[src/rtl/fc_hazard_ctrl.sv]
// ---------------------------------------------------------------------------
// fc_hazard_ctrl
//
// Pipeline flow controller. Watches the ID/EX instruction, the register
// indices being read in ID, taken branches/jumps resolved in EX and the
// data-memory handshake. It drives the stall/flush controls of the IF/ID,
// ID/EX and EX/MEM registers and the PC redirect.
//
// Hazards handled, highest priority first:
//   - data-memory wait: the request is not ready in the cycle it is issued,
//     so the whole front of the pipe freezes until ready or timeout
//   - taken branch/jump in EX: redirect the PC and squash IF/ID and ID/EX
//   - load-use: hold PC and IF/ID for one cycle and bubble ID/EX
//
// Parameters:
//   MEM_TIMEOUT  cycles waited for dmem_ready_i before aborting (>= 2)
//   CNT_W        width of the saturating stall-cycle counter
//
// Ports:
//   clk, rst_n                      clock (rising edge), async active-low reset
//   idex_ins_flag_i                 ID/EX holds a valid instruction
//   idex_reg_we_i/idex_reg_waddr_i  ID/EX writes rd / rd index
//   idex_mtype_i/idex_mem_rw_i      ID/EX memory op / 0=load 1=store
//   id_rs1_re_i/id_rs1_raddr_i      ID reads rs1 / rs1 index
//   id_rs2_re_i/id_rs2_raddr_i      ID reads rs2 / rs2 index
//   ex_jump_flag_i/ex_jump_pc_i     EX taken branch/jump and its target
//   exmem_req_i/dmem_ready_i        data-memory request / completion
//   fc_stall_*_o, fc_flush_*_o      pipeline register hold/bubble controls
//   fc_jump_flag_o/fc_jump_pc_o     PC redirect request and target
//   fc_mem_err_o                    one-cycle pulse on memory wait timeout
//   fc_stall_cnt_o                  saturating count of PC-stall cycles
// ---------------------------------------------------------------------------
module fc_hazard_ctrl #(
    parameter int MEM_TIMEOUT = 64,
    parameter int CNT_W       = 32
) (
    input  logic             clk,
    input  logic             rst_n,
    input  logic             idex_ins_flag_i,
    input  logic             idex_reg_we_i,
    input  logic [4:0]       idex_reg_waddr_i,
    input  logic             idex_mtype_i,
    input  logic             idex_mem_rw_i,
    input  logic             id_rs1_re_i,
    input  logic [4:0]       id_rs1_raddr_i,
    input  logic             id_rs2_re_i,
    input  logic [4:0]       id_rs2_raddr_i,
    input  logic             ex_jump_flag_i,
    input  logic [31:0]      ex_jump_pc_i,
    input  logic             exmem_req_i,
    input  logic             dmem_ready_i,
    output logic             fc_stall_pc_o,
    output logic             fc_stall_ifid_o,
    output logic             fc_flush_ifid_o,
    output logic             fc_stall_idex_o,
    output logic             fc_flush_idex_o,
    output logic             fc_stall_exmem_o,
    output logic             fc_jump_flag_o,
    output logic [31:0]      fc_jump_pc_o,
    output logic             fc_mem_err_o,
    output logic [CNT_W-1:0] fc_stall_cnt_o
);

    localparam int TCNT_W = $clog2(MEM_TIMEOUT + 1);
    localparam logic [TCNT_W-1:0] TCNT_MAX = TCNT_W'(MEM_TIMEOUT);

    typedef enum logic {
        RUN      = 1'b0,
        MEM_WAIT = 1'b1
    } fc_state_t;

    fc_state_t         state, state_next;
    logic [TCNT_W-1:0] tcnt, tcnt_next;
    logic              mem_err_next;
    logic [CNT_W-1:0]  stall_cnt;

    logic              mem_miss;
    logic              load_use;

    logic              stall_pc, stall_ifid, flush_ifid;
    logic              stall_idex, flush_idex_raw, stall_exmem;
    logic              jump_flag;
    logic [31:0]       jump_pc;

    // A request that is already ready in its issue cycle completes without
    // any stall; only a not-yet-ready request opens a wait.
    assign mem_miss = exmem_req_i & ~dmem_ready_i;

    // Load in ID/EX whose (non-x0) destination is read by the instruction
    // in ID: the value arrives one cycle too late for forwarding.
    assign load_use = idex_ins_flag_i & idex_mtype_i & ~idex_mem_rw_i &
                      idex_reg_we_i & (idex_reg_waddr_i != 5'd0) &
                      ((id_rs1_re_i & (id_rs1_raddr_i == idex_reg_waddr_i)) |
                       (id_rs2_re_i & (id_rs2_raddr_i == idex_reg_waddr_i)));

    // State, timeout counter, error pulse and stall counter.
    always_ff @(posedge clk or negedge rst_n) begin
        if (!rst_n) begin
            state        <= RUN;
            tcnt         <= '0;
            fc_mem_err_o <= 1'b0;
            stall_cnt    <= '0;
        end else begin
            state        <= state_next;
            tcnt         <= tcnt_next;
            fc_mem_err_o <= mem_err_next;
            if (fc_stall_pc_o && (stall_cnt != '1))
                stall_cnt <= stall_cnt + CNT_W'(1);
        end
    end

    // Next state: open a wait on a memory miss, leave it on ready or after
    // MEM_TIMEOUT cycles of waiting (raising the error pulse).
    always_comb begin
        state_next   = state;
        tcnt_next    = tcnt;
        mem_err_next = 1'b0;
        case (state)
            RUN: begin
                if (mem_miss) begin
                    state_next = MEM_WAIT;
                    tcnt_next  = TCNT_W'(1);
                end
            end
            MEM_WAIT: begin
                if (dmem_ready_i) begin
                    state_next = RUN;
                    tcnt_next  = '0;
                end else if (tcnt == TCNT_MAX) begin
                    state_next   = RUN;
                    tcnt_next    = '0;
                    mem_err_next = 1'b1;
                end else begin
                    tcnt_next = tcnt + TCNT_W'(1);
                end
            end
            default: begin
                state_next = RUN;
                tcnt_next  = '0;
            end
        endcase
    end

    // Control outputs. The memory wait freezes everything up to EX/MEM, so a
    // jump sitting in EX is held and only taken once the wait ends.
    always_comb begin
        stall_pc       = 1'b0;
        stall_ifid     = 1'b0;
        flush_ifid     = 1'b0;
        stall_idex     = 1'b0;
        flush_idex_raw = 1'b0;
        stall_exmem    = 1'b0;
        jump_flag      = 1'b0;
        jump_pc        = 32'd0;
        case (state)
            RUN: begin
                if (mem_miss) begin
                    stall_pc    = 1'b1;
                    stall_ifid  = 1'b1;
                    stall_idex  = 1'b1;
                    stall_exmem = 1'b1;
                end else if (ex_jump_flag_i) begin
                    jump_flag      = 1'b1;
                    jump_pc        = ex_jump_pc_i;
                    flush_ifid     = 1'b1;
                    flush_idex_raw = 1'b1;
                end else if (load_use) begin
                    stall_pc       = 1'b1;
                    stall_ifid     = 1'b1;
                    flush_idex_raw = 1'b1;
                end
            end
            MEM_WAIT: begin
                stall_pc    = 1'b1;
                stall_ifid  = 1'b1;
                stall_idex  = 1'b1;
                stall_exmem = 1'b1;
            end
            default: ;
        endcase
    end

    // While in reset every control is forced inactive. A hold on ID/EX wins
    // over a bubble, matching how id_ex_reg resolves both.
    assign fc_stall_pc_o    = rst_n & stall_pc;
    assign fc_stall_ifid_o  = rst_n & stall_ifid;
    assign fc_flush_ifid_o  = rst_n & flush_ifid;
    assign fc_stall_idex_o  = rst_n & stall_idex;
    assign fc_flush_idex_o  = rst_n & flush_idex_raw & ~stall_idex;
    assign fc_stall_exmem_o = rst_n & stall_exmem;
    assign fc_jump_flag_o   = rst_n & jump_flag;
    assign fc_jump_pc_o     = rst_n ? jump_pc : 32'd0;
    assign fc_stall_cnt_o   = stall_cnt;

endmodule
[config.mk]
export PLATFORM = sky130hd
export DESIGN_NAME = fc_hazard_ctrl
export DESIGN_NICKNAME = d
export VERILOG_FILES = /design/src/rtl/fc_hazard_ctrl.sv
export SDC_FILE = /design/constraint.sdc
export NUM_CORES = 1
export LEC_CHECK = 0
export CORE_ASPECT_RATIO = 1.1
export CORE_MARGIN = 3
export CORE_UTILIZATION = 35
export DETAILED_ROUTE_END_ITERATION = 8
export PLACE_DENSITY = 0.73
export SYNTH_ARGS = -nofsm -noshare
export SYNTH_HDL_FRONTEND = slang
export SYNTH_SLANG_ARGS = --single-unit
[constraint.sdc]
create_clock -name clk -period 3.74 [get_ports clk]
set_input_delay 0.748 -clock clk [delete_from_list [all_inputs] [get_ports clk]]
set_output_delay 0.748 -clock clk [all_outputs]
set_load 0.01 [all_outputs]
==> results.txt <==
worst-path cell chain - clkdlybuf4s50_1, or4_1, o21ai_0, nor2_1, o211a_1, clkdlybuf4s50_1
sequential area share after synthesis - 41.5%
f_max - 271 MHz
Hold-fix buffers, CTS - 0
number of vias per cell - 4.88
ys flop type - dfrtp_1
Clock Latency Late Sink - 0.30 ns
count leader, synth - dfrtp_1
ranking of synthesized cells by area - dfrtp_1 41%, xor2_1 12%, and2_1 8.1%
slew margin rel. - 62.2%
I/O pins - 130
Sink Count - 41
1st-iter DRT viols - 83
CP startpoint kind - input port
TritonCTS clock tree - built
CP arrival - 2.94 ns
Root Driver - clkbuf_8
Critical Path Max Stage Delay - 0.53 ns
CTS H-tree lvls - 2
total core area - 0.00671 mm2
Clock Skew - 0.0172 ns
initial antenna violation count - 0
GRT overflow - 0
Crit. End Element - primary output
count of state elements after synthesis - 41
R2R Setup Slk - 1.17 ns
design area - 0.00395 mm2
worst slew pin tran - 0.566 ns
top cell type's share of synthesized area - 41.5%
critical path required time - 2.99 ns
Ys Warns - 0
antenna cells - 0
Clock transition at path regs - 0.09 ns
CP bufs+invs - 2
setup tns final - 0 ns
minimum clock period after layout - 3.68 ns
most common library cells after synthesis - 41 x dfrtp_1, 35 x xor2_1, 32 x and2_1
fraction of layout cells with a size suffix above 1 - 6.80%
Layout Cells excl Fill - 479
r2r startpoint - fc_stall_cnt_o[11]
total CTS buffers - 5
EDFF count, synth - 0
Die Wd - 86.1 um
Async SR Flop Fraction - 100%
die height - 94.2 um
Tcrit/Tclk final - 98.5%
Layout Nets - 457
# Max-Cap Violations - 0
vias - 2,338
DRT Pass-1 Iters - 4
CP Class - in2out
Clock Tree Buf Depth - 2
Critical Path Slowest Stage Cell - or4_1
drt total wl - 6920 um
I/O Buffers - 129
CP Launch Point - idex_reg_waddr_i[1]
placed instance area - 0.00382 mm2
global-route wire length before repair - 11,400 um
DP Cell Count - 470
P_leak - 1.76 nW
r2r worst-path depth - 5
Synth area leader - dfrtp_1
Worst path depth - 6
syn_area_per_cell - 9.29 um2
post-DR wirelength/cell - 14.4 um
final weighted congestion in routability-driven placement - 0.758
Most Frequent Cell on Critical Path - clkdlybuf4s50_1
die area - 0.00811 mm2
crit path to - fc_flush_idex_o
Mapped Cells - 266
largest net degree at the start of global routing - 35
RSZ-0062 raised after global routing - false
Syn Std Cell Area - 0.00247 mm2
worst vdd ir - 0.000158 V
delay-heaviest family, CP - buffers and inverters
num rows - 31
Max FO, Critical Path - 3
RR Endpoint - fc_stall_cnt_o[1]
P&R area growth vs syn - 59.8%
Final Hold Viols - 0
Netlist cell types - 44
Syn Nets - 327
status - completed
Final Setup Violations - 0
worst hold path class - in2async
Pins Over Slew Limit - 0
Routed Antenna Nets - 0
GRT Resource Usage Total - 17.5%
DRC Markers - 0
Starting Density - 36.8%
Cell Pwr Density - 286 mW/mm2
Final HPWL DP - 5540 um
vias in the first global route - 2,373
## where the power goes
group | internal, mW | total, mW | switching, mW
combinational | 0.172 | 0.284 | 0.112
sequential | 0.475 | 0.514 | 0.0391
clock | 0.171 | 0.332 | 0.162
## worst register-to-register path: cells and delay by family, from the launching register on
| family | cells | cell delay (ns) |
|---|---|---|
| compound gates | 1 | 0.54 |
| flops | 1 | 0.46 |
| mux | 1 | 0.41 |
| simple gates | 3 | 1.06 |
## per-stage QoR
stage	power, mW	hold WS, ns	setup WS (ns)	util, %
CTS	1.14	0.471	0.0294	58.5
floorplan	0.627	0.452	0.918	-
global placement	0.804	0.479	0.126	56.9
detailed placement	0.809	0.485	0.0475	56.9
global route	1.19	0.488	0.00100	58.9
finish	1.13	0.455	0.0550	58.9
## kinds of logic after synthesis
| family | share of synthesized area (%) |
|---|---|
| AO/OA/AOI/OAI | 5.11 |
| XOR/XNOR | 15.2 |
| adder cells (fa/ha/maj) | 1.52 |
| buffers and inverters | 4.91 |
| flip-flops | 41.5 |
| multiplexers | 0.455 |
| AND/OR/NAND/NOR | 31.3 |
## placed cells by master, fill, tap and decap left out, drive strengths merged, types with 2 or more instances in the layout
cell / instances
xnor2: 8
buf: 7
dfrtp: 41
inv: 12
xor2: 35
ha: 3
a21oi: 2
nor4: 8
dlymetal6s2s: 2
nor2b: 3
nand4: 5
nor4b: 2
clkbuf: 7
clkdlybuf4s50: 126
nor2: 22
nand2b: 2
nand2: 19
nor3: 13
and3: 6
nand3: 15
or4: 3
o21ai: 8
and2: 33
## area by class of cell
class,instances,area [um2]
clock buffer,7,96.3
clock inverter,1,8.76
fill,604,2760
inverter,11,41.3
multi-input combinational,202,1340
sequential,41,1030
tap,82,103
timing repair buffer,135,1340
## state kept, by name (all words and copies together) (netlist names)
signal and flops:
fc_stall_cnt_o 32, fc_mem_err_o 1, tcnt 7, state 1
## metal layers
metal | GRT usage (%) | wire length [um] | part of all wire (%) | vias to the layer above
met2 | 29.1 | 3480 | 50 | 60
met1 | 22.9 | 3020 | 44 | 1116
met4 | 4.88 | 102 | 1.5 | 0
met5 | 0 | 0 | 0 | -
li1 | - | - | - | 1152
met3 | 3.60 | 315 | 4.6 | 10
## worst min path at each step
| stage | endpoint | slack, ns | cells past startpoint |
|---|---|---|---|
| after detailed placement | fc_stall_cnt_o[19] | 0.49 | 1 |
| after CTS | tcnt[4] | 0.47 | 2 |
| after floorplan | fc_mem_err_o | 0.45 | 0 |
| after global routing | tcnt[4] | 0.49 | 2 |
| final | tcnt[4] | 0.45 | 2 |
| after global placement | fc_stall_cnt_o[19] | 0.48 | 1 |
## what timing repair did
action                                  CTS  global route
buffers inserted                          0             1
endpoints found under the setup margin    0             2
resized for setup                         0             4
Power figures use the tool's default switching activity.
